===== src/rtl/riscv_mem_dma.sv =====
// riscv_mem_dma: data-port initiator for block COPY, FILL and SUM over the
// RISC-V data memory window. dReadData has one cycle of read latency.
module riscv_mem_dma #(
    parameter logic [31:0] DATA_START_ADDRESS = 32'h00800000,
    parameter int          DATA_BRAMS         = 2,
    parameter int          LEN_W              = 12
) (
    input  logic             clk,
    input  logic             rst,
    input  logic             start,
    input  logic [1:0]       op,
    input  logic [31:0]      src_addr,
    input  logic [31:0]      dst_addr,
    input  logic [LEN_W-1:0] len_words,
    input  logic [31:0]      fill_value,
    output logic             busy,
    output logic             done,
    output logic             error,
    output logic [31:0]      result,
    output logic [31:0]      dAddress,
    output logic             MemWrite,
    output logic [31:0]      dWriteData,
    input  logic [31:0]      dReadData
);

    localparam int          WIN_LSB  = 11 + DATA_BRAMS;
    localparam logic [31:0] WIN_TAG  = DATA_START_ADDRESS >> WIN_LSB;
    localparam logic [1:0]  OP_COPY  = 2'd0;
    localparam logic [1:0]  OP_FILL  = 2'd1;
    localparam logic [1:0]  OP_SUM   = 2'd2;
    localparam logic [1:0]  OP_RSVD  = 2'd3;

    typedef enum logic [2:0] {
        IDLE, CPY_RD, CPY_WR, FILL, SUM_RD, SUM_LAST, DONE
    } state_t;

    state_t           state;
    logic [31:0]      src_ptr;
    logic [31:0]      dst_ptr;
    logic [LEN_W-1:0] cnt;
    logic [LEN_W-1:0] len_q;
    logic [31:0]      acc;
    logic             sum_vld;
    logic [31:0]      wdata_q;

    logic [LEN_W-1:0] len_m1;
    logic [31:0]      last_off;
    logic             use_src;
    logic             use_dst;
    logic             src_bad;
    logic             dst_bad;
    logic             cmd_err;

    // Command validation: opcode, alignment, and first/last word inside the window
    always_comb begin
        len_m1   = (len_words == '0) ? '0 : len_words - LEN_W'(1);
        last_off = 32'(len_m1) << 2;
        use_src  = (op == OP_COPY) || (op == OP_SUM);
        use_dst  = (op == OP_COPY) || (op == OP_FILL);
        src_bad  = (src_addr[1:0] != 2'b00)
                || ((src_addr >> WIN_LSB) != WIN_TAG)
                || (((src_addr + last_off) >> WIN_LSB) != WIN_TAG);
        dst_bad  = (dst_addr[1:0] != 2'b00)
                || ((dst_addr >> WIN_LSB) != WIN_TAG)
                || (((dst_addr + last_off) >> WIN_LSB) != WIN_TAG);
        cmd_err  = (op == OP_RSVD) || (use_src && src_bad) || (use_dst && dst_bad);
    end

    // Copy writes forward the word read in the previous cycle straight from the memory port
    assign dWriteData = (state == CPY_WR) ? dReadData : wdata_q;

    // Sequencer with registered memory-port and status outputs
    always_ff @(posedge clk) begin
        if (rst) begin
            state    <= IDLE;
            busy     <= 1'b0;
            done     <= 1'b0;
            error    <= 1'b0;
            result   <= '0;
            dAddress <= '0;
            MemWrite <= 1'b0;
            wdata_q  <= '0;
            src_ptr  <= '0;
            dst_ptr  <= '0;
            cnt      <= '0;
            len_q    <= '0;
            acc      <= '0;
            sum_vld  <= 1'b0;
        end else begin
            case (state)
                IDLE: begin
                    done <= 1'b0;
                    if (start) begin
                        error   <= 1'b0;
                        src_ptr <= src_addr;
                        dst_ptr <= dst_addr;
                        cnt     <= len_words;
                        len_q   <= len_words;
                        acc     <= '0;
                        sum_vld <= 1'b0;
                        if (cmd_err) begin
                            state  <= DONE;
                            done   <= 1'b1;
                            error  <= 1'b1;
                            result <= '0;
                        end else if (len_words == '0) begin
                            state  <= DONE;
                            done   <= 1'b1;
                            result <= '0;
                        end else begin
                            busy <= 1'b1;
                            case (op)
                                OP_COPY: begin
                                    state    <= CPY_RD;
                                    dAddress <= src_addr;
                                end
                                OP_FILL: begin
                                    state    <= FILL;
                                    dAddress <= dst_addr;
                                    MemWrite <= 1'b1;
                                    wdata_q  <= fill_value;
                                end
                                default: begin
                                    state    <= SUM_RD;
                                    dAddress <= src_addr;
                                end
                            endcase
                        end
                    end
                end
                CPY_RD: begin
                    state    <= CPY_WR;
                    dAddress <= dst_ptr;
                    MemWrite <= 1'b1;
                end
                CPY_WR: begin
                    MemWrite <= 1'b0;
                    if (cnt == LEN_W'(1)) begin
                        state    <= DONE;
                        busy     <= 1'b0;
                        done     <= 1'b1;
                        dAddress <= '0;
                        result   <= 32'(len_q);
                    end else begin
                        state    <= CPY_RD;
                        cnt      <= cnt - LEN_W'(1);
                        src_ptr  <= src_ptr + 32'd4;
                        dst_ptr  <= dst_ptr + 32'd4;
                        dAddress <= src_ptr + 32'd4;
                    end
                end
                FILL: begin
                    if (cnt == LEN_W'(1)) begin
                        state    <= DONE;
                        busy     <= 1'b0;
                        done     <= 1'b1;
                        MemWrite <= 1'b0;
                        dAddress <= '0;
                        wdata_q  <= '0;
                        result   <= 32'(len_q);
                    end else begin
                        cnt      <= cnt - LEN_W'(1);
                        dAddress <= dAddress + 32'd4;
                    end
                end
                SUM_RD: begin
                    // The first issue cycle has no returning data yet
                    acc     <= acc + (sum_vld ? dReadData : 32'd0);
                    sum_vld <= 1'b1;
                    if (cnt == LEN_W'(1)) begin
                        state    <= SUM_LAST;
                        dAddress <= '0;
                    end else begin
                        cnt      <= cnt - LEN_W'(1);
                        dAddress <= dAddress + 32'd4;
                    end
                end
                SUM_LAST: begin
                    state  <= DONE;
                    busy   <= 1'b0;
                    done   <= 1'b1;
                    result <= acc + dReadData;
                end
                DONE: begin
                    state <= IDLE;
                    done  <= 1'b0;
                end
                default: begin
                    state    <= IDLE;
                    busy     <= 1'b0;
                    done     <= 1'b0;
                    MemWrite <= 1'b0;
                    dAddress <= '0;
                end
            endcase
        end
    end

endmodule


===== config.mk =====
export PLATFORM = sky130hd
export DESIGN_NAME = riscv_mem_dma
export DESIGN_NICKNAME = d
export VERILOG_FILES = /design/src/rtl/riscv_mem_dma.sv
export SDC_FILE = /design/constraint.sdc
export NUM_CORES = 1
export LEC_CHECK = 0
export BUFFER_PORTS_ARGS = -buffer_cell sky130_fd_sc_hd__buf_2
export CAP_MARGIN = 20
export CORE_MARGIN = 1
export CORE_UTILIZATION = 59
export DETAILED_ROUTE_END_ITERATION = 12
export PLACE_DENSITY = 0.82
export SLEW_MARGIN = 20
export SYNTH_ARGS = -nofsm -noshare
export SYNTH_HDL_FRONTEND = slang
export SYNTH_SLANG_ARGS = --single-unit

===== constraint.sdc =====
create_clock -name clk -period 5.7 [get_ports clk]
set_input_delay 0.855 -clock clk [delete_from_list [all_inputs] [get_ports clk]]
set_output_delay 0.855 -clock clk [all_outputs]
set_load 0.01 [all_outputs]

Word-level counts from Yosys, hierarchy flattened
Index checks and enable logic that the tools add are counted.
{"block": "totals", "output_inout_bits": 100, "elab_cells": 147, "regBits": 224}
{"block": "op_classes", "reduce_logical": 38, "bitwise_logic": 4, "add_sub_neg": 9, "mux": 58, "eq_ne": 24}
{"operator": "$mux W32", "count": 22}
{"operator": "$pmux W32 S2", "count": 4}
{"operator": "$pmux W32 S5", "count": 1}
{"operator": "$add A32 B3 Y32 const B", "count": 3}
{"operator": "$pmux W32 S3", "count": 1}
{"operator": "$ne A19 B11 Y1 const B", "count": 4}
{"operator": "$add A32 B14 Y32", "count": 2}
{"operator": "$add A32 B32 Y32", "count": 2}
{"operator": "$mux W12", "count": 3}
{"operator": "$pmux W12 S2", "count": 1}
{"operator": "$sub A12 B1 Y12 const B", "count": 2}
{"operator": "$mux W3", "count": 6}
{"operator": "$pmux W3 S6", "count": 1}
{"operator": "$ne A2 B2 Y1 const B", "count": 8}
{"operator": "$mux W1", "count": 14}
{"operator": "$eq A12 B1 Y1 const B", "count": 1}
{"operator": "$logic_not A12 Y1", "count": 1}
{"operator": "$reduce_and A6 Y1", "count": 2}
{"operator": "$reduce_bool A2 Y1", "count": 6}
{"operator": "$eq A3 B3 Y1 const B", "count": 3}
{"operator": "$reduce_and A3 Y1", "count": 3}
{"operator": "$reduce_or A3 Y1", "count": 3}
{"operator": "$logic_or A1 B1 Y1", "count": 8}
{"operator": "$pmux W1 S4", "count": 2}
{"operator": "18 further kinds", "count": 30}

Longest topological paths before layout
Gate-level depths: netlist (run 1).
{"block": "logic_depth", "depth_word": 11, "mapped_depth": 21}

Least setup slack after synthesis (run 1)
No wires, ideal clock.
{"block": "synth_path", "kind": "input-to-reg", "start": "input port len_words[0]", "end": "register result[4]", "path_slack_ps": 670, "cell_stages": 20, "arrival_time_ps": 4898, "n_path_buf": 3, "setup_time_ps": 132, "path_cell_list": "clkbuf_1 > inv_1 > ha_1 > or4b_1 > buf_2 > nor3_2 > nor2_1 > ha_1 > and3b_1 > o221ai_1 > a211oi_1 > o21ai_0 > a31o_2 > o211ai_1 > mux2i_2 > nand4_2 > a221oi_4 > buf_2 > nor2b_1 > nor3_1"}
{"block": "synth_via", "elab_chain_cells": 11}
{"item": "from (decl)", "line_no": "14", "text": "input logic [LEN_W-1:0] len_words,"}
{"item": "$sub A12 B1 Y12 or $logic_not A12 Y1 (tied branches)", "line_no": "56, 106"}
{"item": "$mux W12", "line_no": "56", "text": "len_m1 = (len_words == '0) ? '0 : len_words - LEN_W'(1);"}
{"item": "$add A32 B14 Y32", "line_no": "62", "text": "|| (((src_addr + last_off) >> WIN_LSB) != WIN_TAG);"}
{"item": "$ne A19 B11 Y1", "line_no": "62"}
{"item": "$logic_or A1 B1 Y1", "line_no": "62"}
{"item": "$logic_and A1 B1 Y1", "line_no": "66", "text": "cmd_err = (op == OP_RSVD) || (use_src && src_bad) || (use_dst && dst_bad);"}
{"item": "$logic_or A1 B1 Y1 (2 in series)", "line_no": "66"}
{"item": "$mux W32", "line_no": "101", "text": "if (cmd_err) begin"}
{"item": "$mux W32", "line_no": "93", "text": "if (start) begin"}
{"item": "$pmux W32 S3", "line_no": "90", "text": "case (state)"}
{"item": "to (signal assigned)", "line_no": "143", "text": "result <= 32'(len_q);"}
{"item": "to (signal assigned)", "line_no": "160", "text": "result <= 32'(len_q);"}
{"item": "to (signal assigned)", "line_no": "182", "text": "result <= acc + dReadData;"}
{"item": "to (decl)", "line_no": "19", "text": "output logic [31:0] result,"}
Parallel ways exist; a longest one is shown, timed or not. The select of a mux whose other input is x is not followed.
A chain may end at the register's enable or synchronous reset.

Worst setup path in the final report (run 1)
{"block": "layout_path", "start": "input port len_words[0]", "end": "register result[17]"}
The elaborated chain is that of the path after synthesis.

==> results of run 1 <==
cells by family (layout without fill, tap and decap cells):
group / after synthesis / in the layout
xor+xnor: 103 / 103
mux: 24 / 24
fa+ha+maj: 85 / 85
buf+inv: 167 / 341
compound gates: 675 / 675
flops: 224 / 224
simple gates: 938 / 938
registers in the layout, summed over array words and instances (netlist names):
name,count
acc,32
dAddress,32
dst_ptr,32
result,32
src_ptr,32
wdata_q,32
cnt,12
len_q,12
state,3
MemWrite,1
busy,1
done,1
error,1
sum_vld,1
metrics by stage:
step / power (uW) / area (um2) / cells
CTS: 5530 / 18210 / 2725
global route: 5840 / 18210 / 2725
global placement: 3792 / 17350 / 2679
detailed placement: 3842 / 17350 / 2679
floorplan: 3260 / 16040 / 2216
finish: 5568 / 18210 / 2725
power by group:
part | leakage, uW | internal (uW) | switching [uW]
logic | 0.00574 | 670 | 1190
clock network | 0.000421 | 999 | 689
registers | 0.00183 | 1760 | 252
total | 0.00799 | 3430 | 2130
synthesized netlist by cell type (35+ instances only):
master      n
nand2_1   324
a21oi_1   239
dfxtp_1   224
nor2_1    217
o21ai_0   136
clkbuf_1  119
nand3_1   106
ha_1       78
xnor2_1    58
nand2b_1   53
nor3_1     53
xor2_1     45
a21o_1     44
a211oi_1   40
and2_1     36
and3_1     35
per-layer routing:
| metal | vias to the layer above | GRT usage | routed length [um] | part of all wire |
|---|---|---|---|---|
| met1 | 8117 | 0.4667 | 21410 | 0.40 |
| met5 | - | 0 | 0 | 0 |
| li1 | 8275 | - | - | - |
| met2 | 894 | 0.5991 | 24320 | 0.46 |
| met4 | 0 | 0.1940 | 2703 | 0.051 |
| met3 | 180 | 0.05632 | 4548 | 0.086 |
final cells by class:
cell class	instances	area, um2
Multi-Input combinational cell	1825	10920
Fill cell	2307	8143
Sequential cell	224	4484
Timing Repair Buffer	270	1435
Clock buffer	41	797.0
Tap cell	335	419.2
Inverter	25	93.84
Clock inverter	5	63.81
worst reg2reg max path, cell delays in order, from the launching register on:
cell,delay [ns]
dfxtp_1,1.03
and2_1,0.28
ha_1,0.19
fa_1,0.23
a21o_1,0.13
a21o_1,0.15
a21boi_0,0.10
o21bai_1,0.36
a31oi_1,0.24
o221ai_1,0.30
o2111ai_1,0.25
o21ai_0,0.50
a311oi_1,0.21
xnor2_1,0.19
a22o_1,0.22
path summary, 6_finish.rpt:
| check | slack (ns) | cells after the start | endpoint | startpoint |
|---|---|---|---|---|
| setup reg to reg | 1.20 | 14 | acc[30] | sum_vld |
| hold reg to reg | 0.46 | 2 | len_q[9] | len_q[9] |
| hold / removal | 0.46 | 2 | len_q[9] | len_q[9] |
| setup / recovery | 0.55 | 18 | result[17] | len_words[0] |
==> flow_metrics.py, run 1 <==
metrics = {
    "outcome": {
        "status": "finished, final reports clean",
    },
    "cts": {
        "clockRootBuffer": "clkbuf_16",
        "cts_sinks": 224,
        "cts_inserted_buffers": 26,
        "clk_pin_slew_ns": 0.06,
        "clock_latency_ns": 0.55,
        "cts_setup_buffers": 0,
        "h-tree-depth": 1,
        "cts_tree": "built",
        "ctsHoldBuffers": 0,
        "cts_resized": 0,
        "clock_path_buffers": 3,
    },
    "run": {
        "maxCapViolations": 0,
    },
    "sta": {
        "relSlewSlack": 0.2633,
        "max_freq_ghz": 0.1941,
        "period_needed_ns": 5.153,
        "tightest_slew_ns": 1.102,
        "worst_slack_ns": 0.5472,
        "fin_setup_tns_ns": 0,
        "min_period_over_period": 0.9040,
        "rsz0062_at_grt": "no",
        "hold_violations": 0,
        "setup_viol": 0,
        "whs_ns": 0.4556,
        "finalClockSkew_ns": 0.03020,
        "slew_viol_final": 0,
    },
    "logic_synthesis": {
        "ys_warn_count": 0,
        "synth_fp_nets": 2441,
        "synth_top_cell_area_share": 0.2796,
        "synth_cell_types": 79,
        "synth_area_per_cell_um2": 7.237,
        "synth-compound-area-share": 0.2659,
        "yosysTopAreaCell": "dfxtp_1",
        "synth_edf_count": 0,
        "synthArstFlopShare": 0,
        "synth_top_family_by_area": "simple AND/OR/NAND/NOR gates",
        "yosys.area_share.xor_xnor": 0.05625,
        "ys_seq_elements": 224,
        "synth-main-ff-cell": "dfxtp_1",
        "synthCells": 2216,
        "synth_area_leaders": "dfxtp_1 28%, nand2_1 7.6%, a21oi_1 7.5%, ha_1 6.1%, nor2_1 5.1%",
        "synth_area_mm2": 0.01604,
        "synthMuxAreaShare": 0.01560,
        "ys_seq_area_frac": 0.2796,
        "synth_adder_area_share": 0.06663,
        "synth_simple_gate_area_frac": 0.2739,
    },
    "critical_path": {
        "crit_path_end_kind": "flip-flop",
        "cp_num_buf_inv": 2,
        "path_cells": "buf_2 -> inv_1 -> ha_1 -> or4b_1 -> nor3_2 -> nor2_1 -> ha_1 -> and3b_1 -> o221ai_1 -> a211oi_1 -> o21ai_0 -> a31o_2 -> o211ai_1 -> mux2i_2 -> nand4_2 -> a221oi_4 -> and2b_1 -> a22o_1",
        "crit_slowest_cell": "and2b_1",
        "cp-start-kind": "primary input",
        "cpPeakStageDelay_ns": 0.65,
        "critPathKind": "primary input to flip-flop",
        "crit_fanout": 20,
        "cpMostUsedCell": "ha_1",
        "critical_path_required_ns": 6.17,
        "crit_family": "simple AND/OR/NAND/NOR gates",
        "cp.arrival_ns": 5.62,
    },
    "power": {
        "powerDensity_mw_per_mm2": 305.7,
        "p_leak_uw": 0.007989,
        "vdd_ir_drop_max_uv": 255.4,
    },
    "detailed_routing": {
        "routed_wl_um": 52980,
        "post-route-drc-count": 0,
        "drtPass1Iterations": 5,
        "avgRoutedWirePerCell_um": 19.44,
        "ant_nets": 0,
        "vias": 17470,
        "avgViaCountPerCell": 6.410,
        "drtIter0Drc": 1810,
    },
    "cells_and_area": {
        "drive_above_1_share": 0.1414,
        "antenna_cells": 0,
        "finish.utilization": 0.6910,
        "synthToLayoutAreaGrowth_pct": 13.55,
        "num-nets-final": 2597,
        "final_cell_mix": "322 x nand2_1, 243 x buf_2, 239 x a21oi_1",
        "mostFrequentLayoutCell": "nand2_1",
    },
    "global_routing": {
        "grt_usage": 0.3670,
        "grt_antenna_before_repair": 0,
        "globalRouteOverflowTotal": 0,
        "grt_max_degree": 108,
        "grt_pass1_wl_um": 83440,
        "grt_pass1_vias": 16030,
    },
    "floorplanning": {
        "die_w_um": 166.9,
        "io_pins": 245,
        "die_area_mm2": 0.02785,
        "die_height_um": 166.9,
        "core-area_mm2": 0.02635,
        "initial_core_util": 0.6086,
        "row_count": 59,
    },
    "min_path": {
        "min_path_type": "flip-flop to flip-flop",
    },
    "placement": {
        "dp_hpwl_um": 37560,
        "numPortBuffers": 244,
        "gp_congestion": 0.9753,
        "pre_cts_ws_ns": 0.08009,
    },
}
Power figures use the tool's default switching activity.
==> inputs of run 2 (changes only) <==
--- a/config.mk
+++ b/config.mk
@@ -5,12 +5,12 @@
 export SDC_FILE = /design/constraint.sdc
 export NUM_CORES = 1
 export LEC_CHECK = 0
-export BUFFER_PORTS_ARGS = -buffer_cell sky130_fd_sc_hd__buf_2
 export CAP_MARGIN = 20
 export CORE_MARGIN = 1
 export CORE_UTILIZATION = 59
 export DETAILED_ROUTE_END_ITERATION = 12
-export PLACE_DENSITY = 0.82
+export DONT_BUFFER_PORTS = 1
+export PLACE_DENSITY = 0.75
 export SLEW_MARGIN = 20
 export SYNTH_ARGS = -nofsm -noshare
 export SYNTH_HDL_FRONTEND = slang
==> run 2 against run 1 <==
Effect of this change:
- sequential power is 3% higher
- via count is 5.7% lower
- final area is 6.4% lower
- power is 1.3% lower
- critical path depth stayed put
==> flow_metrics.py, run 2 (synthesis results as in run 1) <==
metrics = {
    "global_routing": {
        "grt_usage": 0.3566,
        "grt_pass1_vias": 15320,
        "grt_max_degree": 206,
        "grt_antenna_before_repair": 0,
        "globalRouteOverflowTotal": 0,
        "grt_pass1_wl_um": 81150,
    },
    "placement": {
        "placed_cells": 2433,
        "dp_hpwl_um": 36110,
        "numPortBuffers": 0,
        "gp_congestion": 0.9347,
    },
    "power": {
        "powerDensity_mw_per_mm2": 322.5,
        "p_leak_uw": 0.006914,
        "vdd_ir_drop_max_uv": 224.2,
        "power_uw": 5496,
    },
    "critical_path": {
        "crit_path_end_kind": "flip-flop",
        "crit_start": "len_words[0]",
        "crit_fanout": 36,
        "r2r_start": "sum_vld",
        "cp.arrival_ns": 5.10,
        "critical_path_required_ns": 6.11,
        "reg2reg_depth": 14,
        "cp-start-kind": "primary input",
        "endpoint": "dAddress[18]",
        "r2r_slack_ns": 1.34,
        "critPathKind": "primary input to flip-flop",
        "r2r_end": "acc[30]",
    },
    "cts": {
        "ctsHoldBuffers": 0,
        "clockRootBuffer": "clkbuf_16",
        "cts_resized": 0,
        "clock_path_buffers": 3,
        "cts_sinks": 224,
        "clock_latency_ns": 0.54,
        "h-tree-depth": 1,
        "cts_inserted_buffers": 27,
        "cts_setup_buffers": 0,
        "clk_pin_slew_ns": 0.06,
        "cts_tree": "built",
    },
    "cells_and_area": {
        "drive_above_1_share": 0.04427,
        "fin_cells": 2481,
        "final_cell_mix": "322 x nand2_1, 239 x a21oi_1, 224 x dfxtp_1",
        "synthToLayoutAreaGrowth_pct": 6.265,
        "antenna_cells": 0,
        "mostFrequentLayoutCell": "nand2_1",
        "num-nets-final": 2352,
    },
    "sta": {
        "tightest_slew_ns": 1.155,
        "min_period_over_period": 0.8236,
        "finalClockSkew_ns": 0.01341,
        "hold_violations": 0,
        "setup_viol": 0,
        "relSlewSlack": 0.2229,
        "slew_viol_final": 0,
        "rsz0062_at_grt": "no",
        "fin_setup_tns_ns": 0,
        "period_needed_ns": 4.695,
        "max_freq_ghz": 0.2130,
    },
    "floorplanning": {
        "die_w_um": 166.9,
        "initial_core_util": 0.6086,
        "io_pins": 245,
        "die_area_mm2": 0.02785,
        "core-area_mm2": 0.02635,
        "row_count": 59,
        "die_height_um": 166.9,
    },
    "detailed_routing": {
        "vias": 16480,
        "ant_nets": 0,
        "drtPass1Iterations": 6,
        "post-route-drc-count": 0,
        "drtIter0Drc": 1706,
        "routed_wl_um": 51070,
        "avgViaCountPerCell": 6.641,
        "avgRoutedWirePerCell_um": 20.59,
    },
    "min_path": {
        "min_path_type": "primary input to flip-flop",
    },
    "run": {
        "maxCapViolations": 0,
    },
    "outcome": {
        "status": "finished, final reports clean",
    },
}
==> run 2: area by class of cell <==
| cell class | instances | area (um2) |
|---|---|---|
| Multi-Input combinational cell | 1825 | 10920 |
| Tap cell | 335 | 419.2 |
| Clock inverter | 10 | 157.7 |
| Inverter | 25 | 93.84 |
| Fill cell | 2417 | 9311 |
| Clock buffer | 38 | 777.0 |
| Timing Repair Buffer | 24 | 192.7 |
| Sequential cell | 224 | 4484 |
==> run 2: worst max-delay path, stage by stage <==
cell	delay [ns]
inv_1	0.07
ha_1	0.29
or4b_1	0.61
nor3_2	0.27
nor2_1	0.10
ha_1	0.28
and3b_1	0.15
o221ai_1	0.12
a211oi_1	0.23
o21ai_0	0.12
a31o_2	0.29
o2bb2ai_1	0.12
or4_4	0.44
and2_4	0.17
a31oi_4	0.44
buf_12	0.27
mux2i_1	0.20
nor2_1	0.06
==> run 2: how the worst min path moves through the flow <==
stage / cells after the start / from / end
after global routing: 1 / rst / acc[12]
after global placement: 2 / len_q[11] / len_q[11]
after detailed placement: 2 / dst_ptr[0] / dst_ptr[0]
final: 1 / rst / acc[8]
after floorplan: 2 / dst_ptr[0] / dst_ptr[0]
after CTS: 1 / rst / acc[19]
==> run 2: metrics by stage <==
stage | worst slack, ns | hold slack (ns) | cell area [um2] | utilization
after floorplan | 0.6701 | 0.4361 | 16040 | -
after global placement | 0.6684 | 0.4428 | 16110 | 0.6111
after detailed placement | 0.5491 | 0.4479 | 16110 | 0.6111
after CTS | 1.073 | 0.3675 | 17040 | 0.6466
after global routing | 0.6856 | 0.3922 | 17040 | 0.6467
final | 1.005 | 0.4242 | 17040 | 0.6467
==> run 2: layer usage <==
layer | global-route usage | wire [um]
met1 | 0.4420 | 20770
met2 | 0.5783 | 22920
met3 | 0.09268 | 4938
met4 | 0.1638 | 2444
met5 | 0 | 0
==> run 2: power breakdown <==
group,switching [uW],total [uW],leakage (uW),internal (uW)
combinational,1010,1590,0.00463,584
sequential,312,2080,0.00183,1760
clock,700,1820,0.000463,1120
